[config.mk]
export PLATFORM = sky130hd
export DESIGN_NAME = abs_diff_apx_evaluator
export DESIGN_NICKNAME = d
export VERILOG_FILES = /design/src/rtl/abs_diff_eval_pkg.sv /design/src/rtl/abs_diff_eval_ref.sv /design/src/rtl/abs_diff_apx_evaluator.sv
export SDC_FILE = /design/constraint.sdc
export NUM_CORES = 1
export LEC_CHECK = 0
export CELL_PAD_IN_SITES_DETAIL_PLACEMENT = 2
export CELL_PAD_IN_SITES_GLOBAL_PLACEMENT = 2
export CORE_ASPECT_RATIO = 0.75
export CORE_UTILIZATION = 34
export CTS_CLUSTER_SIZE = 16
export DETAILED_ROUTE_END_ITERATION = 7
export GPL_TIMING_DRIVEN = 0
export PLACE_DENSITY = 0.81
export SLEW_MARGIN = 30
export SYNTH_ARGS = -nofsm -noshare
export SYNTH_HDL_FRONTEND = slang
export SYNTH_SLANG_ARGS = --single-unit
[constraint.sdc]
create_clock -name clk -period 4.2 [get_ports clk]
set_clock_uncertainty 0.1 [all_clocks]
set_input_delay 1.05 -clock clk [delete_from_list [all_inputs] [get_ports clk]]
set_output_delay 1.05 -clock clk [all_outputs]
set_load 0.02 [all_outputs]
[src/rtl/abs_diff_eval_pkg.sv]
// Shared types, defaults and arithmetic helpers for the approximate abs_diff evaluators.
package abs_diff_eval_pkg;

  localparam int unsigned DEF_OPW  = 2;
  localparam int unsigned DEF_RESW = 3;
  localparam int unsigned DEF_ET   = 3;

  typedef enum logic [1:0] {
    IDLE,
    RUN,
    DRAIN,
    DONE
  } eval_state_e;

  function automatic logic [31:0] abs_sub(input logic [31:0] x, input logic [31:0] y);
    return (x >= y) ? (x - y) : (y - x);
  endfunction

endpackage

[src/rtl/abs_diff_eval_ref.sv]
// Exact |a-b| reference, zero-extended to the netlist result width.
module abs_diff_ref
  import abs_diff_eval_pkg::*;
#(
  parameter int unsigned OPW  = DEF_OPW,
  parameter int unsigned RESW = DEF_RESW
) (
  input  logic [OPW-1:0]  a,
  input  logic [OPW-1:0]  b,
  output logic [RESW-1:0] diff
);

  always_comb begin
    diff = RESW'(abs_sub(32'(a), 32'(b)));
  end

endmodule

[src/rtl/abs_diff_apx_evaluator.sv]
// Exhaustive sweep driver and error monitor for an approximate abs_diff netlist.
// Optional first-failing-vector capture: define ABS_DIFF_EVAL_FIRST_FAIL_EN.
module abs_diff_apx_evaluator
  import abs_diff_eval_pkg::*;
#(
  parameter int unsigned OPW  = DEF_OPW,
  parameter int unsigned RESW = DEF_RESW,
  parameter int unsigned ET   = DEF_ET,
  parameter int unsigned CNTW = 2*OPW+1,
  parameter int unsigned SUMW = RESW+2*OPW
) (
  input  logic            clk,
  input  logic            rst_n,
  input  logic            start,
  output logic            busy,
  output logic            done,
  output logic [OPW-1:0]  stim_a,
  output logic [OPW-1:0]  stim_b,
  input  logic [RESW-1:0] approx_res,
  output logic [RESW-1:0] max_err,
  output logic [SUMW-1:0] err_sum,
  output logic [CNTW-1:0] viol_cnt,
`ifdef ABS_DIFF_EVAL_FIRST_FAIL_EN
  output logic            first_fail_vld,
  output logic [2*OPW-1:0] first_fail_vec,
`endif
  output logic            pass
);

  localparam int unsigned    KW     = 2*OPW;
  localparam logic [KW-1:0]  K_LAST = '1;
  localparam logic [RESW-1:0] ET_R  = RESW'(ET);

  eval_state_e     state;
  logic [KW-1:0]   k;
  logic            cap_vld;
  logic [RESW-1:0] cap_res;
  logic [KW-1:0]   cap_vec;
  logic [RESW-1:0] exact;
  logic [RESW-1:0] err;
  logic [RESW-1:0] max_next;
  logic [SUMW:0]   sum_wide;
  logic [SUMW-1:0] sum_next;
  logic            is_viol;
  logic            accept;

  assign stim_a = k[KW-1:OPW];
  assign stim_b = k[OPW-1:0];

  abs_diff_ref #(
    .OPW  (OPW),
    .RESW (RESW)
  ) u_ref (
    .a    (cap_vec[KW-1:OPW]),
    .b    (cap_vec[OPW-1:0]),
    .diff (exact)
  );

  always_comb begin
    accept   = start && ((state == IDLE) || (state == DONE));
    err      = RESW'(abs_sub(32'(cap_res), 32'(exact)));
    max_next = (err > max_err) ? err : max_err;
    sum_wide = {1'b0, err_sum} + (SUMW+1)'(err);
    sum_next = sum_wide[SUMW] ? '1 : sum_wide[SUMW-1:0];
    is_viol  = (err > ET_R);
  end

  // Result of the vector driven last cycle is captured here and scored one cycle later,
  // so the DRAIN cycle scores the final vector.
  always_ff @(posedge clk or negedge rst_n) begin
    if (!rst_n) begin
      state   <= IDLE;
      k       <= '0;
      cap_vld <= 1'b0;
      cap_res <= '0;
      cap_vec <= '0;
      busy    <= 1'b0;
      done    <= 1'b0;
      pass    <= 1'b0;
    end else begin
      case (state)
        IDLE, DONE: begin
          if (accept) begin
            state   <= RUN;
            k       <= '0;
            cap_vld <= 1'b0;
            busy    <= 1'b1;
            done    <= 1'b0;
            pass    <= 1'b0;
          end
        end
        RUN: begin
          cap_vld <= 1'b1;
          cap_res <= approx_res;
          cap_vec <= k;
          if (k == K_LAST) begin
            state <= DRAIN;
          end else begin
            k <= k + 1'b1;
          end
        end
        DRAIN: begin
          cap_vld <= 1'b0;
          state   <= DONE;
          busy    <= 1'b0;
          done    <= 1'b1;
          pass    <= (max_next <= ET_R);
        end
        default: state <= IDLE;
      endcase
    end
  end

  always_ff @(posedge clk or negedge rst_n) begin
    if (!rst_n) begin
      max_err  <= '0;
      err_sum  <= '0;
      viol_cnt <= '0;
    end else if (accept) begin
      max_err  <= '0;
      err_sum  <= '0;
      viol_cnt <= '0;
    end else if (cap_vld) begin
      max_err  <= max_next;
      err_sum  <= sum_next;
      viol_cnt <= viol_cnt + CNTW'(is_viol);
    end
  end

`ifdef ABS_DIFF_EVAL_FIRST_FAIL_EN
  always_ff @(posedge clk or negedge rst_n) begin
    if (!rst_n) begin
      first_fail_vld <= 1'b0;
      first_fail_vec <= '0;
    end else if (accept) begin
      first_fail_vld <= 1'b0;
      first_fail_vec <= '0;
    end else if (cap_vld && is_viol && !first_fail_vld) begin
      first_fail_vld <= 1'b1;
      first_fail_vec <= cap_vec;
    end
  end
`endif

endmodule

==> results_tabular.tex, run 1 <==
\begin{tabular}{lr}
\hline
Metric & Value \\
\hline
\multicolumn{2}{l}{\textbf{Outcome}} \\
Status & finished clean \\
\multicolumn{2}{l}{\textbf{Die}} \\
Row cnt & 24 \\
Die area & 6304 um\^{}2 \\
I/O pin count & 28 \\
Chip height & 69.01 um \\
Core area & 5796 um\^{}2 \\
Die X-Extent & 91.35 um \\
Initial standard-cell utilization of the core & 0.3513 \\
\multicolumn{2}{l}{\textbf{Critical path}} \\
Peak per-stage delay on the critical path & 430 ps \\
Category of the most critical setup path & reg2reg \\
Register-to-register path setup slack & 220 ps \\
Signal arrival time at the worst endpoint & 4050 ps \\
Highest net fanout along the worst path & 6 \\
Required time at the worst-slack endpoint & 4270 ps \\
Chain of cells forming the critical path & inv\_1, ha\_1, fa\_1, a21boi\_1, mux2i\_2, inv\_1, fa\_1, mux2i\_1, nor2\_1, a21oi\_4, ha\_1, a21oi\_1, a21boi\_0, and4\_1, o31a\_1 \\
Destination of the worst register-to-register timing path & err\_sum[4] \\
Startpoint of the most critical setup path & cap\_vec[2] \\
CP max stage cell & fa\_1 \\
Critical path endpoint & err\_sum[4] \\
Critical path endpoint category & flip-flop \\
Critical R2R Launch & cap\_vec[2] \\
Worst Reg-to-Reg Cells & 15 \\
Crit start category & flip-flop \\
\multicolumn{2}{l}{\textbf{Timing}} \\
Pin slew with the least headroom to its limit & 599.7 ps \\
Final TNS setup & 0 ps \\
Final count of hold timing violations & 0 \\
Final setup violation count & 0 \\
Fin. max-slew vios & 0 \\
Max-slew headroom at the worst pin & 0.6002 \\
FMAX & 251.0 MHz \\
Post-layout minimum cycle time & 3984 ps \\
Unrepaired setup endpoints after global routing & no \\
Share of the cycle needed by the critical path after routing & 0.9486 \\
\multicolumn{2}{l}{\textbf{Clocking}} \\
Clock-pin slew of the registers on the worst-case setup and hold paths & 70 ps \\
CTS H-tree lvls & 2 \\
Cts-stage hold buffer count & 0 \\
Worst-Skew Late Latency & 290 ps \\
Number of buffers inserted during clock tree synthesis & 5 \\
CTS Buffer Depth & 2 \\
CTS tree & yes \\
Cell chosen for the clock root & clkbuf\_8 \\
Sinks on the clock net & 32 \\
\multicolumn{2}{l}{\textbf{Place}} \\
IO Port Bufs & 27 \\
Detailed placer's ending HPWL & 4185 um \\
GP Congestion & 0.7666 \\
\multicolumn{2}{l}{\textbf{Synth}} \\
Ys Warns & 0 \\
Count of distinct cell types in the synthesized netlist & 41 \\
Async SR Flop Fraction & 1.000 \\
Synthesized area per cell & 9.602 um\^{}2 \\
Cell accounting for the most synthesized area & dfrtp\_1 \\
Instance count of the mapped netlist & 212 \\
Prevailing post-synth register cell & dfrtp\_1 \\
\#FFs+latches synth & 32 \\
Leading cell type by number of instances after synthesis & dfrtp\_1 \\
Cell types occupying the most area after synthesis & dfrtp\_1, ha\_1, fa\_1 \\
Summed instance area of the synthesized netlist & 2036 um\^{}2 \\
Number of flops mapped to enable cells by yosys & 0 \\
Synth cell count leaders & dfrtp\_1, ha\_1, inv\_1 \\
Sequential fraction of the synthesis area & 0.3934 \\
Net count of the mapped netlist & 245 \\
Synth top area share & 0.3934 \\
\multicolumn{2}{l}{\textbf{Final layout}} \\
\# diodes & 0 \\
Layout fillers & 646 \\
FF/Latch Area & 800.8 um\^{}2 \\
Area growth from synthesis to layout & 25.51\% \\
Area used by multi-input combinational logic & 1156 um\^{}2 \\
Proportion of layout cells with a drive suffix above 1 & 0.08871 \\
Final net count & 281 \\
\multicolumn{2}{l}{\textbf{Drt}} \\
Routed WL & 5650 um \\
Number of routed nets with antenna violations & 0 \\
Vias post-DR & 1678 \\
DRC violation count after routing & 0 \\
Routed wire length per instance & 17.33 um \\
Number of iterations in the first detailed-routing pass & 4 \\
Via density per instance & 5.147 \\
Number of DRC markers in iteration 0 & 46 \\
\multicolumn{2}{l}{\textbf{Min path}} \\
Class of the tightest hold or removal check & reg2reg \\
\multicolumn{2}{l}{\textbf{GRT}} \\
Wire length of the first global-routing pass & 9639 um \\
Vias in the first global route & 1916 \\
Total global routing track utilization & 0.1986 \\
Overflow after GRT & 0 \\
Antenna violations before repair & 0 \\
Pin count of the biggest net entering global routing & 22 \\
\multicolumn{2}{l}{\textbf{Flow run}} \\
Max-Cap Viols & 0 \\
\hline
\end{tabular}
worst min-delay path by stage:
stage                           from         end  depth (start not counted)
after floorplan             state[1]    state[1]                          2
after global placement      state[1]    state[1]                          2
after detailed placement    state[1]    state[1]                          2
after CTS                   state[1]    state[1]                          2
after global routing      cap_res[2]  cap_res[2]                          1
final                       state[1]    state[1]                          2
cell families after synthesis:
family / after synthesis / synth area share
buffers and inverters: 27 / 0.05101
adders and majority gates: 27 / 0.1844
xor gates and xnor gates: 4 / 0.01721
DFF: 32 / 0.3934
AOI/OAI and AO/OA: 54 / 0.1696
and+or+nand+nor: 60 / 0.1426
muxes: 8 / 0.04179
placed cells by master (no fill, tap or decap), types with 2 or more instances in the layout:
master            n
a311oi_1          2
nor2b_1           4
dfrtp_1          32
nor3_1            2
a21oi_1          11
mux2i_1           5
ha_1             22
a211oi_1          2
inv_1            20
clkdlybuf4s50_1  26
a21o_1            4
nand4_1           4
xor2_1            4
clkbuf_8          7
a31oi_1           6
nand2_1          19
and2_1            4
nand2b_1          2
nand3_1           5
o21ai_0          15
fa_1              5
buf_2             3
clkbuf_1          4
mux2i_2           2
nor2_1           15
worst max-delay path, delay by kind of cell, from the launching register on:
kind	cells	cell delay [ps]
multiplexers	2	460
AND/OR/NAND/NOR	2	350
flip-flops	1	360
AO/OA/AOI/OAI	5	1070
adder cells (fa/ha/maj)	4	1330
buffers and inverters	2	190
what timing repair did:
item / CTS / global route
endpoints found under the setup margin: 1 / 9
gates resized for setup: 0 / 6
buffers inserted: 1 / 0
flip-flops by register name, indices dropped and copies added (netlist names):
name	flops
viol_cnt	5
pass	1
k	4
max_err	3
busy	1
err_sum	7
state	2
cap_vld	1
done	1
cap_vec	4
cap_res	3
per-stage QoR:
step           setup WS (ps)  hold WS (ps)  std cells    util  area (um^2)
2_1_floorplan          669.7         371.7        212       -         2036
3_3_place_gp           286.5         414.1        317  0.4147         2404
3_5_place_dp           122.9         415.3        318  0.4186         2426
4_1_cts                72.55         431.5        326  0.4365         2530
5_1_grt                11.90         465.0        326  0.4408         2555
6_report               216.0         415.5        326  0.4408         2555
metal layers:
metal	global-route usage	vias to the layer above	wire, um
met5	0	-	0
met4	0.06878	0	53
met3	0.03532	5	161
met2	0.3207	22	2687
met1	0.2689	844	2747
li1	-	807	-
area by class of cell:
class,instances,share of cell area
sequential,32,0.3134
multi-input combinational,153,0.4525
tap,78,0.03820
buffer,6,0.009794
inverter,21,0.03085
timing repair buffer,29,0.1175
clock buffer,7,0.03771
Power of run 1 is not shown: default switching activity piles up to over one toggle a cycle in this logic, so the estimate is an artifact.
==> run 2, diff against run 1 <==
- CELL_PAD_IN_SITES_DETAIL_PLACEMENT: 2 -> not set
- CELL_PAD_IN_SITES_GLOBAL_PLACEMENT: 2 -> not set
- CORE_MARGIN: not set -> 2
- CORE_UTILIZATION: 34 -> 55
- PLACE_DENSITY: 0.81 -> 0.82
- RECOVER_POWER: not set -> 100
==> results_tabular.tex, run 2 (synthesized netlist as in run 1, its figures left out) <==
\begin{tabular}{lr}
\hline
Metric & Value \\
\hline
\multicolumn{2}{l}{\textbf{Outcome}} \\
Status & finished clean \\
\multicolumn{2}{l}{\textbf{Min path}} \\
Startpoint of the lowest-slack hold path & state[1] \\
Class of the tightest hold or removal check & reg2reg \\
\multicolumn{2}{l}{\textbf{GRT}} \\
Total global routing track utilization & 0.2258 (+0.02718) \\
Overflow after GRT & 0 (unchanged) \\
Vias in the first global route & 1474 (-23\%) \\
Pin count of the biggest net entering global routing & 23 (+4.5\%) \\
Wire length of the first global-routing pass & 7031 um (-27\%) \\
Antenna violations before repair & 0 (unchanged) \\
\multicolumn{2}{l}{\textbf{Timing}} \\
Share of the cycle needed by the critical path after routing & 0.9130 (-0.03559) \\
Pin slew with the least headroom to its limit & 1208 ps (+607.9 ps) \\
Final TNS setup & 0 ps (unchanged) \\
Fin. max-slew vios & 0 (unchanged) \\
Final setup violation count & 0 (unchanged) \\
Post-layout minimum cycle time & 3834 ps (-149.5 ps) \\
Final count of hold timing violations & 0 (unchanged) \\
FMAX & 260.8 MHz (+3.9\%) \\
Max-slew headroom at the worst pin & 0.1949 (-0.4053) \\
Worst setup slack after layout & 365.5 ps (+149.5 ps) \\
Unrepaired setup endpoints after global routing & no \\
\multicolumn{2}{l}{\textbf{Die}} \\
I/O pin count & 28 (unchanged) \\
Initial standard-cell utilization of the core & 0.5634 (+0.2121) \\
Die area & 4209 um\^{}2 (-33\%) \\
Core area & 3613 um\^{}2 (-38\%) \\
Row cnt & 19 (-21\%) \\
Chip height & 56.69 um (-18\%) \\
Die X-Extent & 74.25 um (-19\%) \\
\multicolumn{2}{l}{\textbf{Critical path}} \\
Required time at the worst-slack endpoint & 4320 ps (+50 ps) \\
Critical path endpoint category & flip-flop \\
Most frequent CP cell & inv\_1 \\
Crit start category & flip-flop \\
Startpoint of the most critical setup path & cap\_vec[2] \\
Signal arrival time at the worst endpoint & 3950 ps (-100 ps) \\
Chain of cells forming the critical path & inv\_1, ha\_1, fa\_1, a21boi\_0, mux2i\_1, inv\_1, ha\_1, a21o\_1, a31o\_1, mux2i\_2, inv\_1, fa\_1, nor2b\_1, o211ai\_1, nor2\_1, o21ai\_0, a31oi\_1 \\
Peak per-stage delay on the critical path & 440 ps (about the same) \\
Highest net fanout along the worst path & 3 (-3) \\
Buffering stage count on the worst path with inverters included & 3 (+1) \\
Critical R2R Launch & cap\_vec[2] \\
Cell family contributing the most delay on the critical path & adder cells \\
CP max stage cell & fa\_1 \\
Category of the most critical setup path & reg2reg \\
\multicolumn{2}{l}{\textbf{Drt}} \\
Number of routed nets with antenna violations & 0 (unchanged) \\
Routed wire length per instance & 14.40 um (-17\%) \\
Routed WL & 4334 um (-23\%) \\
Vias post-DR & 1658 (-1.2\%) \\
Number of iterations in the first detailed-routing pass & 4 (unchanged) \\
DRC violation count after routing & 0 (unchanged) \\
Number of DRC markers in iteration 0 & 102 (+120\%) \\
Via density per instance & 5.508 (+7.0\%) \\
\multicolumn{2}{l}{\textbf{Clocking}} \\
Cell chosen for the clock root & clkbuf\_8 \\
Clock-pin slew of the registers on the worst-case setup and hold paths & 70 ps (about the same) \\
Number of buffers inserted during clock tree synthesis & 5 (unchanged) \\
Sinks on the clock net & 32 (unchanged) \\
Worst-Skew Late Latency & 290 ps (about the same) \\
CTS Buffer Depth & 2 (unchanged) \\
CTS tree & yes \\
CTS H-tree lvls & 2 (unchanged) \\
\multicolumn{2}{l}{\textbf{Final layout}} \\
Most common cell after layout, fill and taps aside & dfrtp\_1 \\
Utilization of the core after routing & 0.6884 (+0.2475) \\
\# diodes & 0 (unchanged) \\
Area used by multi-input combinational logic & 1136 um\^{}2 (-1.7\%) \\
Final net count & 281 (unchanged) \\
Leading cell types in the layout, fill and taps excluded & dfrtp\_1, dlygate4sd3\_1, ha\_1, inv\_1, nand2\_1 \\
FF/Latch Area & 800.8 um\^{}2 (unchanged) \\
Summed area of non-filler cells in the final layout & 2487 um\^{}2 (-2.6\%) \\
Register with the highest flop count & err\_sum \\
Proportion of layout cells with a drive suffix above 1 & 0.06024 (-0.02847) \\
Area growth from synthesis to layout & 22.19\% \\
Number of flip-flops in the largest register & 7 (unchanged) \\
Largest registers & err\_sum: 7 flops, viol\_cnt: 5 flops \\
Layout fillers & 302 (-53\%) \\
\multicolumn{2}{l}{\textbf{Flow run}} \\
Max-Cap Viols & 0 (unchanged) \\
\multicolumn{2}{l}{\textbf{Place}} \\
GP Congestion & 0.8265 (+7.8\%) \\
Area post-placement & 2394 um\^{}2 (-1.3\%) \\
Worst slack at placement & 284.0 ps (+161.2 ps) \\
Detailed placer's ending HPWL & 3195 um (-24\%) \\
IO Port Bufs & 27 (unchanged) \\
\hline
\end{tabular}
==> run 2: final cells by class <==
| class | count | area share |
|---|---|---|
| well taps | 52 | 0.02616 |
| flip-flops and latches | 32 | 0.3219 |
| repair buffers | 29 | 0.1092 |
| inverters | 21 | 0.03169 |
| clock buffers | 5 | 0.02767 |
| clock inverters | 3 | 0.01710 |
| plain buffers | 6 | 0.009557 |
| multi-input cells | 153 | 0.4567 |
==> run 2: worst min-delay path, cell delays in order (launching register included) <==
cell and delay, ps:
dfrtp_1 370, nand2_1 50, o21ai_0 60
==> run 2: worst paths after layout <==
path | to | slack [ps] | depth (start not counted)
worst min register to register | state[1] | 430 | 2
worst min-delay path | state[1] | 430 | 2
min in group asynchronous | viol_cnt[2] | 620 | 1
worst max-delay path | err_sum[6] | 370 | 17
worst max register to register | err_sum[6] | 370 | 17
max in group asynchronous | max_err[1] | 1880 | 2
==> run 2: metal layers <==
| layer | global-route usage | wire (um) | vias up | part of all wire |
|---|---|---|---|---|
| met5 | 0 | 0 | - | 0 |
| li1 | - | - | 810 | - |
| met2 | 0.3202 | 1982 | 34 | 0.46 |
| met1 | 0.3357 | 2062 | 804 | 0.48 |
| met3 | 0.05386 | 213 | 10 | 0.049 |
| met4 | 0.08163 | 75 | 0 | 0.017 |
==> run 2: metrics by stage <==
| stage | hold WS (ps) | std cells |
|---|---|---|
| after floorplan | 371.7 | 212 |
| after global placement | 411.5 | 291 |
| after detailed placement | 414.0 | 292 |
| after CTS | 429.6 | 300 |
| after global routing | 455.1 | 301 |
| final | 426.9 | 301 |
==> run 2: timing repair <==
item | CTS | global route
gates resized for setup | 0 | 1
endpoints found under the setup margin | 0 | 4
buffers inserted | 0 | 1
hold buffers | 0 | 0
Power of run 2 is left out for the same reason.
